===== src/rtl/noise_access_sched.sv =====
// Shares one 24-bit LFSR noise generator among NUM_REQ requesters: reset pulse, warm-up, round-robin bursts.
// Latency: a request seen in ARB gives grant/out_valid next cycle; 1-cycle ARB bubble between bursts.
// Backpressure: out_ready low holds data/id/grant and stalls the generator; optional NOISE_STATS_EN adds counters.
module noise_access_sched #(
   parameter int NUM_REQ       = 4,
   parameter int ID_W          = 2,
   parameter int WIDTH         = 24,
   parameter int BURST_LEN     = 4,
   parameter int WARMUP_CYCLES = 24
) (
   input  logic               clk,
   input  logic               reset,
   output logic               gen_enable,
   output logic               gen_reset,
   input  logic [WIDTH-1:0]   gen_q,
   input  logic [NUM_REQ-1:0] req,
   output logic [NUM_REQ-1:0] grant,
   output logic [WIDTH-1:0]   out_data,
   output logic               out_valid,
   output logic [ID_W-1:0]    out_id,
   input  logic               out_ready,
   input  logic               cfg_we,
   input  logic [ID_W-1:0]    cfg_addr,
   input  logic [2:0]         cfg_shift
`ifdef NOISE_STATS_EN
   ,
   output logic [15:0]        sample_count,
   output logic [7:0]         abort_count
`endif
);

   typedef enum logic [1:0] {
      GRST  = 2'd0,
      WARM  = 2'd1,
      ARB   = 2'd2,
      SERVE = 2'd3
   } state_t;

   state_t               state;
   state_t               state_nxt;
   logic [7:0]           warm_cnt;
   logic [7:0]           warm_cnt_nxt;
   logic [7:0]           burst_cnt;
   logic [7:0]           burst_cnt_nxt;
   logic [ID_W-1:0]      rr_ptr;
   logic [ID_W-1:0]      rr_ptr_nxt;
   logic [ID_W-1:0]      out_id_nxt;
   logic [NUM_REQ-1:0]   grant_nxt;
   logic [2:0]           shift_tbl [NUM_REQ];

   logic                 pick_vld;
   logic [ID_W-1:0]      pick_id;
   logic [ID_W-1:0]      pick_sel;
   int                   pick_idx;

   logic                 req_act;
   logic                 xfer;
   logic [ID_W-1:0]      id_inc;
   logic signed [WIDTH-1:0] shifted;

   // Active requester still asking, and a transfer when the consumer takes the sample.
   assign req_act   = req[out_id];
   assign out_valid = (state == SERVE) && req_act && !reset;
   assign xfer      = out_valid && out_ready;

   // Next round-robin start point: one past the requester just served.
   assign id_inc = (out_id == ID_W'(NUM_REQ - 1)) ? '0 : out_id + 1'b1;

   // Round-robin pick: first requester at or after rr_ptr, wrapping.
   always_comb begin
      pick_vld = 1'b0;
      pick_id  = '0;
      pick_idx = 0;
      pick_sel = '0;
      for (int i = 0; i < NUM_REQ; i++) begin
         pick_idx = (int'(rr_ptr) + i) % NUM_REQ;
         pick_sel = ID_W'(pick_idx);
         if (!pick_vld && req[pick_sel]) begin
            pick_vld = 1'b1;
            pick_id  = pick_sel;
         end
      end
   end

   // Next-state and generator control; generator outputs are quiet while reset is held.
   always_comb begin
      state_nxt     = state;
      warm_cnt_nxt  = warm_cnt;
      burst_cnt_nxt = burst_cnt;
      rr_ptr_nxt    = rr_ptr;
      grant_nxt     = grant;
      out_id_nxt    = out_id;
      gen_reset     = 1'b0;
      gen_enable    = 1'b0;
      case (state)
         GRST: begin
            gen_reset    = 1'b1;
            warm_cnt_nxt = '0;
            state_nxt    = WARM;
         end
         WARM: begin
            gen_enable = 1'b1;
            if (warm_cnt == 8'(WARMUP_CYCLES - 1)) begin
               state_nxt = ARB;
            end else begin
               warm_cnt_nxt = warm_cnt + 8'd1;
            end
         end
         ARB: begin
            if (pick_vld) begin
               grant_nxt          = '0;
               grant_nxt[pick_id] = 1'b1;
               out_id_nxt         = pick_id;
               burst_cnt_nxt      = 8'(BURST_LEN);
               state_nxt          = SERVE;
            end
         end
         SERVE: begin
            if (!req_act) begin
               // Requester dropped out mid-burst: abandon it and move on.
               rr_ptr_nxt = id_inc;
               grant_nxt  = '0;
               state_nxt  = ARB;
            end else if (xfer) begin
               gen_enable    = 1'b1;
               burst_cnt_nxt = burst_cnt - 8'd1;
               if (burst_cnt == 8'd1) begin
                  rr_ptr_nxt = id_inc;
                  grant_nxt  = '0;
                  state_nxt  = ARB;
               end
            end
         end
         default: state_nxt = GRST;
      endcase
      if (reset) begin
         gen_reset  = 1'b0;
         gen_enable = 1'b0;
      end
   end

   // State register.
   always_ff @(posedge clk) begin
      if (reset) begin
         state <= GRST;
      end else begin
         state <= state_nxt;
      end
   end

   // Burst context: counters, round-robin pointer, registered grant and id.
   always_ff @(posedge clk) begin
      if (reset) begin
         warm_cnt  <= '0;
         burst_cnt <= '0;
         rr_ptr    <= '0;
         grant     <= '0;
         out_id    <= '0;
      end else begin
         warm_cnt  <= warm_cnt_nxt;
         burst_cnt <= burst_cnt_nxt;
         rr_ptr    <= rr_ptr_nxt;
         grant     <= grant_nxt;
         out_id    <= out_id_nxt;
      end
   end

   // Per-requester attenuation table; writes land in any state except reset.
   always_ff @(posedge clk) begin
      if (reset) begin
         for (int i = 0; i < NUM_REQ; i++) begin
            shift_tbl[i] <= '0;
         end
      end else if (cfg_we) begin
         shift_tbl[cfg_addr] <= cfg_shift;
      end
   end

   // Attenuated sample, masked to zero when nothing is offered.
   always_comb begin
      shifted  = $signed(gen_q) >>> shift_tbl[out_id];
      out_data = out_valid ? shifted : '0;
   end

`ifdef NOISE_STATS_EN
   // Transfer counter wraps; abort counter saturates.
   always_ff @(posedge clk) begin
      if (reset) begin
         sample_count <= '0;
         abort_count  <= '0;
      end else begin
         if (xfer) begin
            sample_count <= sample_count + 16'd1;
         end
         if ((state == SERVE) && !req_act && (abort_count != 8'hFF)) begin
            abort_count <= abort_count + 8'd1;
         end
      end
   end
`endif

endmodule


===== config.mk =====
export PLATFORM = sky130hd
export DESIGN_NAME = noise_access_sched
export DESIGN_NICKNAME = d
export VERILOG_FILES = /design/src/rtl/noise_access_sched.sv
export SDC_FILE = /design/constraint.sdc
export NUM_CORES = 1
export LEC_CHECK = 0
export BUFFER_PORTS_ARGS = -buffer_cell sky130_fd_sc_hd__buf_4
export CORE_MARGIN = 10
export CORE_UTILIZATION = 25
export DETAILED_ROUTE_END_ITERATION = 10
export SKIP_CTS_REPAIR_TIMING = 1
export SYNTH_ARGS = -nofsm -noshare
export SYNTH_HDL_FRONTEND = slang
export SYNTH_SLANG_ARGS = --single-unit
export TNS_END_PERCENT = 10

===== constraint.sdc =====
create_clock -name clk -period 4.08 [get_ports clk]
set_input_delay 0.408 -clock clk [delete_from_list [all_inputs] [get_ports clk]]
set_output_delay 0.408 -clock clk [all_outputs]
set_load 0.1 [all_outputs]

# ---- Word-level counts from Yosys, hierarchy flattened
# Memories as Yosys holds them, arrays and structs flattened. A register that Yosys moved wholly into a read port is not among the register bits.
# Cells that the tools add are included.
dict set report totals {
  register_bits 26
  latch_bits 0
  mem_bits_rw 12
  romBits 0
  in_bits 37
  n_memories 1
}
# name words width rd rd_ports_with_merged_regs write_ports line
set memory_table {}
lappend memory_table {shift_tbl 4 3 1 1 4 49} ;# logic [2:0] shift_tbl [NUM_REQ];
dict set report classes {
  n_addsub 6
  n_mul 0
  div_mod_pow 0
  n_lt_le_gt_ge 7
  n_eq_ne 15
  n_shift 1
  n_mux 58
  n_bitwise 0
  n_reduce_logical 21
}
# operator count
set ops {}
lappend ops {{2-to-1 mux 2 bit} 16}
lappend ops {{2-to-1 mux 8 bit} 4}
lappend ops {{case mux 8 bit (2 select lines)} 2}
lappend ops {{2-to-1 mux 24 bit} 1}
lappend ops {{>>> shifter 24 x 3 -> 24 bit} 1}
lappend ops {{2-to-1 mux 1 bit} 21}
lappend ops {{less-than comparator 2 x 3 -> 1 bit (second input constant)} 6}
lappend ops {{2-to-1 mux 4 bit} 4}
lappend ops {{AND reduction 4 bit} 3}
lappend ops {{binary-select mux 1 bit (select 2 bit)} 5}
lappend ops {{inequality test 2 bit (second input constant)} 5}
lappend ops {{adder 8 x 1 -> 8 bit (second input constant)} 1}
lappend ops {{== test 8 x 1 -> 1 bit (second input constant)} 1}
lappend ops {{== test 8 x 5 -> 1 bit (second input constant)} 1}
lappend ops {{case mux 2 bit (4 select lines)} 1}
lappend ops {{case mux 4 bit (2 select lines)} 1}
lappend ops {{subtractor 8 x 1 -> 8 bit (second input constant)} 1}
lappend ops {{logical AND 1 bit} 7}
lappend ops {{== test 2 bit (second input constant)} 3}
lappend ops {{adder 2 x 1 -> 2 bit (second input constant)} 2}
lappend ops {{adder 2 bit (second input constant)} 2}
lappend ops {{zero test 1 bit} 4}
lappend ops {{inequality test 2 x 1 -> 1 bit (second input constant)} 2}
lappend ops {{AND reduction 2 bit} 2}
lappend ops {{11 further kinds} 12}

# ---- Depth between registers and ports, before layout
dict set report logic_depth {
  depth_word 18
  depth_mapped 7
  mapped_depth_nobuf 6
}

# ---- Least setup slack after synthesis
# OpenSTA, ideal clock, no wires.
dict set report synth_path {
  path_kind {register to output}
  start {reg out_id[0]}
  end {out out_data[18]}
  arrival_time_ns 4.023
  t_required_ns 3.672
  slack_ns -0.351
  path_stages_with_launch 8
  n_path_buf 1
  path_cell_list {dfxtp_1 -> mux4_2 -> and2b_4 -> nand2b_2 -> inv_2 -> nand2_1 -> buf_4 -> o22ai_1}
}
dict set report synth_between {
  elab_chain_len 5
}
# item line
set synth_lines {}
lappend synth_lines {{start: declaration} 20} ;# output logic [ID_W-1:0] out_id,
lappend synth_lines {{start signal: assignment} 164} ;# out_id <= out_id_nxt;
lappend synth_lines {{binary-select mux 1 bit (select 2 bit)} 62} ;# assign req_act = req[out_id];
lappend synth_lines {{2-to-1 mux 1 bit (implied by the code)} 62}
lappend synth_lines {{logical AND 1 bit (2 in series)} 63} ;# assign out_valid = (state == SERVE) && req_act && !reset;
lappend synth_lines {{via out_valid} 19} ;# output logic out_valid,
lappend synth_lines {{2-to-1 mux 24 bit} 182} ;# out_data = out_valid ? shifted : '0;
lappend synth_lines {{end: declaration} 18} ;# output logic [WIDTH-1:0] out_data,
# The timed path passes the listed nets, and every way through them passes these cells. The select of a mux whose other input is x is not followed.

==> flow_metrics.env <==
export IMPL_outcome="finished clean"
export IMPL_grt_use_total_pct=9.18
export IMPL_worst_skew_pair_late_latency_ns=0.29
export IMPL_grt_antenna_before_repair=0
export IMPL_place_ws_ns=1.18
export IMPL_slew_viol_final=0
export IMPL_ir_drop_uv=146
export IMPL_synthToLayoutAreaGrowth_pct=25.9
export IMPL_final_cell_mix="buf_4 (69), mux2i_1 (32), nor2_1 (31)"
export IMPL_crit_arrival_ns=2.84
export IMPL_hold_path_class="input port to register"
export IMPL_die_w_um=125
export IMPL_synth_main_ff_cell="dfxtp_1"
export IMPL_overflow=0
export IMPL_leakage_nw=1.40
export IMPL_min_period_ns=3.24
export IMPL_clock_path_buffers=2
export IMPL_cts_buffers=5
export IMPL_ys_ff_latch=40
export IMPL_fillers=1137
export IMPL_cp_required_ns=3.67
export IMPL_hold_depth=2
export IMPL_vias_per_cell=4.96
export IMPL_reg2reg_slack_ns=2.28
export IMPL_io_buffers=69
export IMPL_final_setup_skew_ns=0.00470
export IMPL_multi_input_area_um2=1720
export IMPL_slew_headroom_pct=21.4
export IMPL_final_hold_viol_count=0
export IMPL_avgSynthCellArea_um2=9.16
export IMPL_vias=2506
export IMPL_wl_um=7610
export IMPL_num_antenna_cells=0
export IMPL_hold_start="cfg_shift[2]"
export IMPL_fp_row_count=38
export IMPL_setup_slack_ns=0.837
export IMPL_cp_max_fo=31
export IMPL_rsz0062_at_grt="no"
export IMPL_timing_rr_start="out_id[0]$_SDFFE_PP0P_"
export IMPL_core_area_um2=10800
export IMPL_r2r_cells=5
export IMPL_regArea_um2=921
export IMPL_h_tree_depth=2
export IMPL_die_height_um=125
export IMPL_synth_cell_types=50
export IMPL_synth_top_cell_by_area="dfxtp_1"
export IMPL_dieArea_um2=15600
export IMPL_final_layout_size_suffix_gt1_share_pct=29.0
export IMPL_setup_violations=0
export IMPL_syn_nets=342
export IMPL_ys_async_sr_fraction_pct=0
export IMPL_finalCritPeriodShare_pct=79.5
export IMPL_cts_sinks=40
export IMPL_yosysWarnings=0
export IMPL_synth_edff_count=12
export IMPL_nets=405
export IMPL_path_clk_slew_ns=0.08
export IMPL_cts_tree="done"
export IMPL_dp_hpwl_um=5960
export IMPL_crit_path_start_kind="register"
export IMPL_drc=0
export IMPL_grt_pass1_wl_um=12500
export IMPL_finalPower_mw=0.914
export IMPL_fmax_mhz=308
export IMPL_num_io_pins=70
export IMPL_synth_area_um2=2760
export IMPL_place_congestion=0.894
export IMPL_drv_cap=0
export IMPL_drtIter0Drc=192
export IMPL_first_pass_iters=4
export IMPL_yosysSeqAreaShare_pct=33.4
export IMPL_avgRoutedWirePerCell_um=15.1
export IMPL_tightest_slew_ns=1.18
export IMPL_syn_inst=301
export IMPL_synth_area_leaders="dfxtp_1 (20%), edfxtp_1 (13%), mux2i_1 (12%), mux2_2 (6.5%), nor2_1 (4.2%)"
export IMPL_cts_root_buf="clkbuf_8"
export IMPL_end_kind="output pin"
export IMPL_rr_endpoint="burst_cnt[4]$_SDFFE_PP0P_"
export IMPL_grt_pass1_vias=2454
export IMPL_powerDensity_nw_per_um2=263
export IMPL_drt_antenna_violating_nets=0
export IMPL_path_class="register to output pin"
export IMPL_synth_top_area_share_pct=20.3
export IMPL_grt_max_degree=33
export IMPL_layout_commonest_cell="buf_4"
export IMPL_whs_endpoint="shift_tbl[3][2]$_DFFE_PP_"
export IMPL_start_util_pct=25.4
sequential cells by signal, indices dropped and copies added (netlist names), named ones only:
register,count
shift_tbl,12
burst_cnt,8
warm_cnt,8
grant,4
out_id,2
rr_ptr,2
state,2
synth_stat cells, types with 3 or more instances:
library cell  number
a211oi_1           5
a21oi_1           19
a22oi_1            4
and2_1            14
and3_1             3
clkbuf_1           6
dfxtp_1           28
edfxtp_1          12
ha_1               4
inv_1              5
mux2_2            16
mux2i_1           32
nand2_1           15
nand2b_1           9
nand3_1            5
nand4_1            3
nor2_1            31
nor2b_1            6
nor3_1             5
nor3b_1            3
nor4_1             3
o21ai_0            9
o22ai_1           15
o2bb2ai_1          4
or2_2              3
xnor2_1            6
area by class of cell:
type | instances | area share, %
Clock buffer | 5 | 1.98
Inverter | 6 | 0.649
Sequential cell | 40 | 26.5
Timing Repair Buffer | 69 | 14.9
Clock inverter | 3 | 1.23
Tap cell | 140 | 5.05
Multi-Input combinational cell | 242 | 49.7
cells by family (layout without fill, tap and decap cells):
group,count (synthesis),in the layout,synth area share (%)
buf+inv,19,83,4.08
xor+xnor,8,8,2.54
compound gates,67,67,15.5
mux,51,51,20.7
flops,40,40,33.4
fa+ha+maj,4,4,1.81
simple gates,112,112,21.9
through the flow:
stage / cells / hold slack, ns / util [%] / TNS [ns] / cell area, um^2
CTS: 505 / 0.419 / 32.0 / 0 / 3470
finish: 505 / 0.420 / 32.0 / 0 / 3470
detailed placement: 497 / 0.477 / 31.0 / 0 / 3360
floorplan: 301 / 0.445 / - / -5.62 / 2760
global placement: 497 / 0.468 / 31.0 / 0 / 3360
global route: 505 / 0.418 / 32.0 / 0 / 3470
worst max-delay path by stage:
| stage | from | end | slack, ns | depth (start not counted) |
|---|---|---|---|---|
| 6_report | register | out_data[2] | 0.84 | 4 |
| 5_1_grt | register | out_data[20] | 0.73 | 5 |
| 4_1_cts | register | out_data[16] | 0.85 | 4 |
| 3_5_place_dp | register | out_data[16] | 1.18 | 4 |
| 3_3_place_gp | register | out_data[16] | 1.23 | 4 |
| 2_1_floorplan | out_id[0]$_SDFFE_PP0P_ | out_data[18] | -0.35 | 7 |
where the power goes:
part | total (mW) | internal (mW) | leakage, nW | switching (mW)
logic | 0.163 | 0.0735 | 1.00 | 0.0890
clock network | 0.326 | 0.181 | 0.0541 | 0.145
registers | 0.426 | 0.420 | 0.343 | 0.00595
per-layer routing:
layer  part of all wire [%]  GRT usage (%)  vias up
met5                      0              0        -
met4                    1.1           1.83        0
met3                    6.6           2.75        9
met2                     44           14.7       80
met1                     48           12.0     1179
li1                       -              -     1238
critical path, cell delays in order (launching register included):
cell and delay [ns]:
dfxtp_1 0.43, mux4_1 1.09, mux2_2 0.49, o22ai_1 0.19, buf_4 0.33
Power figures use the tool's default switching activity.
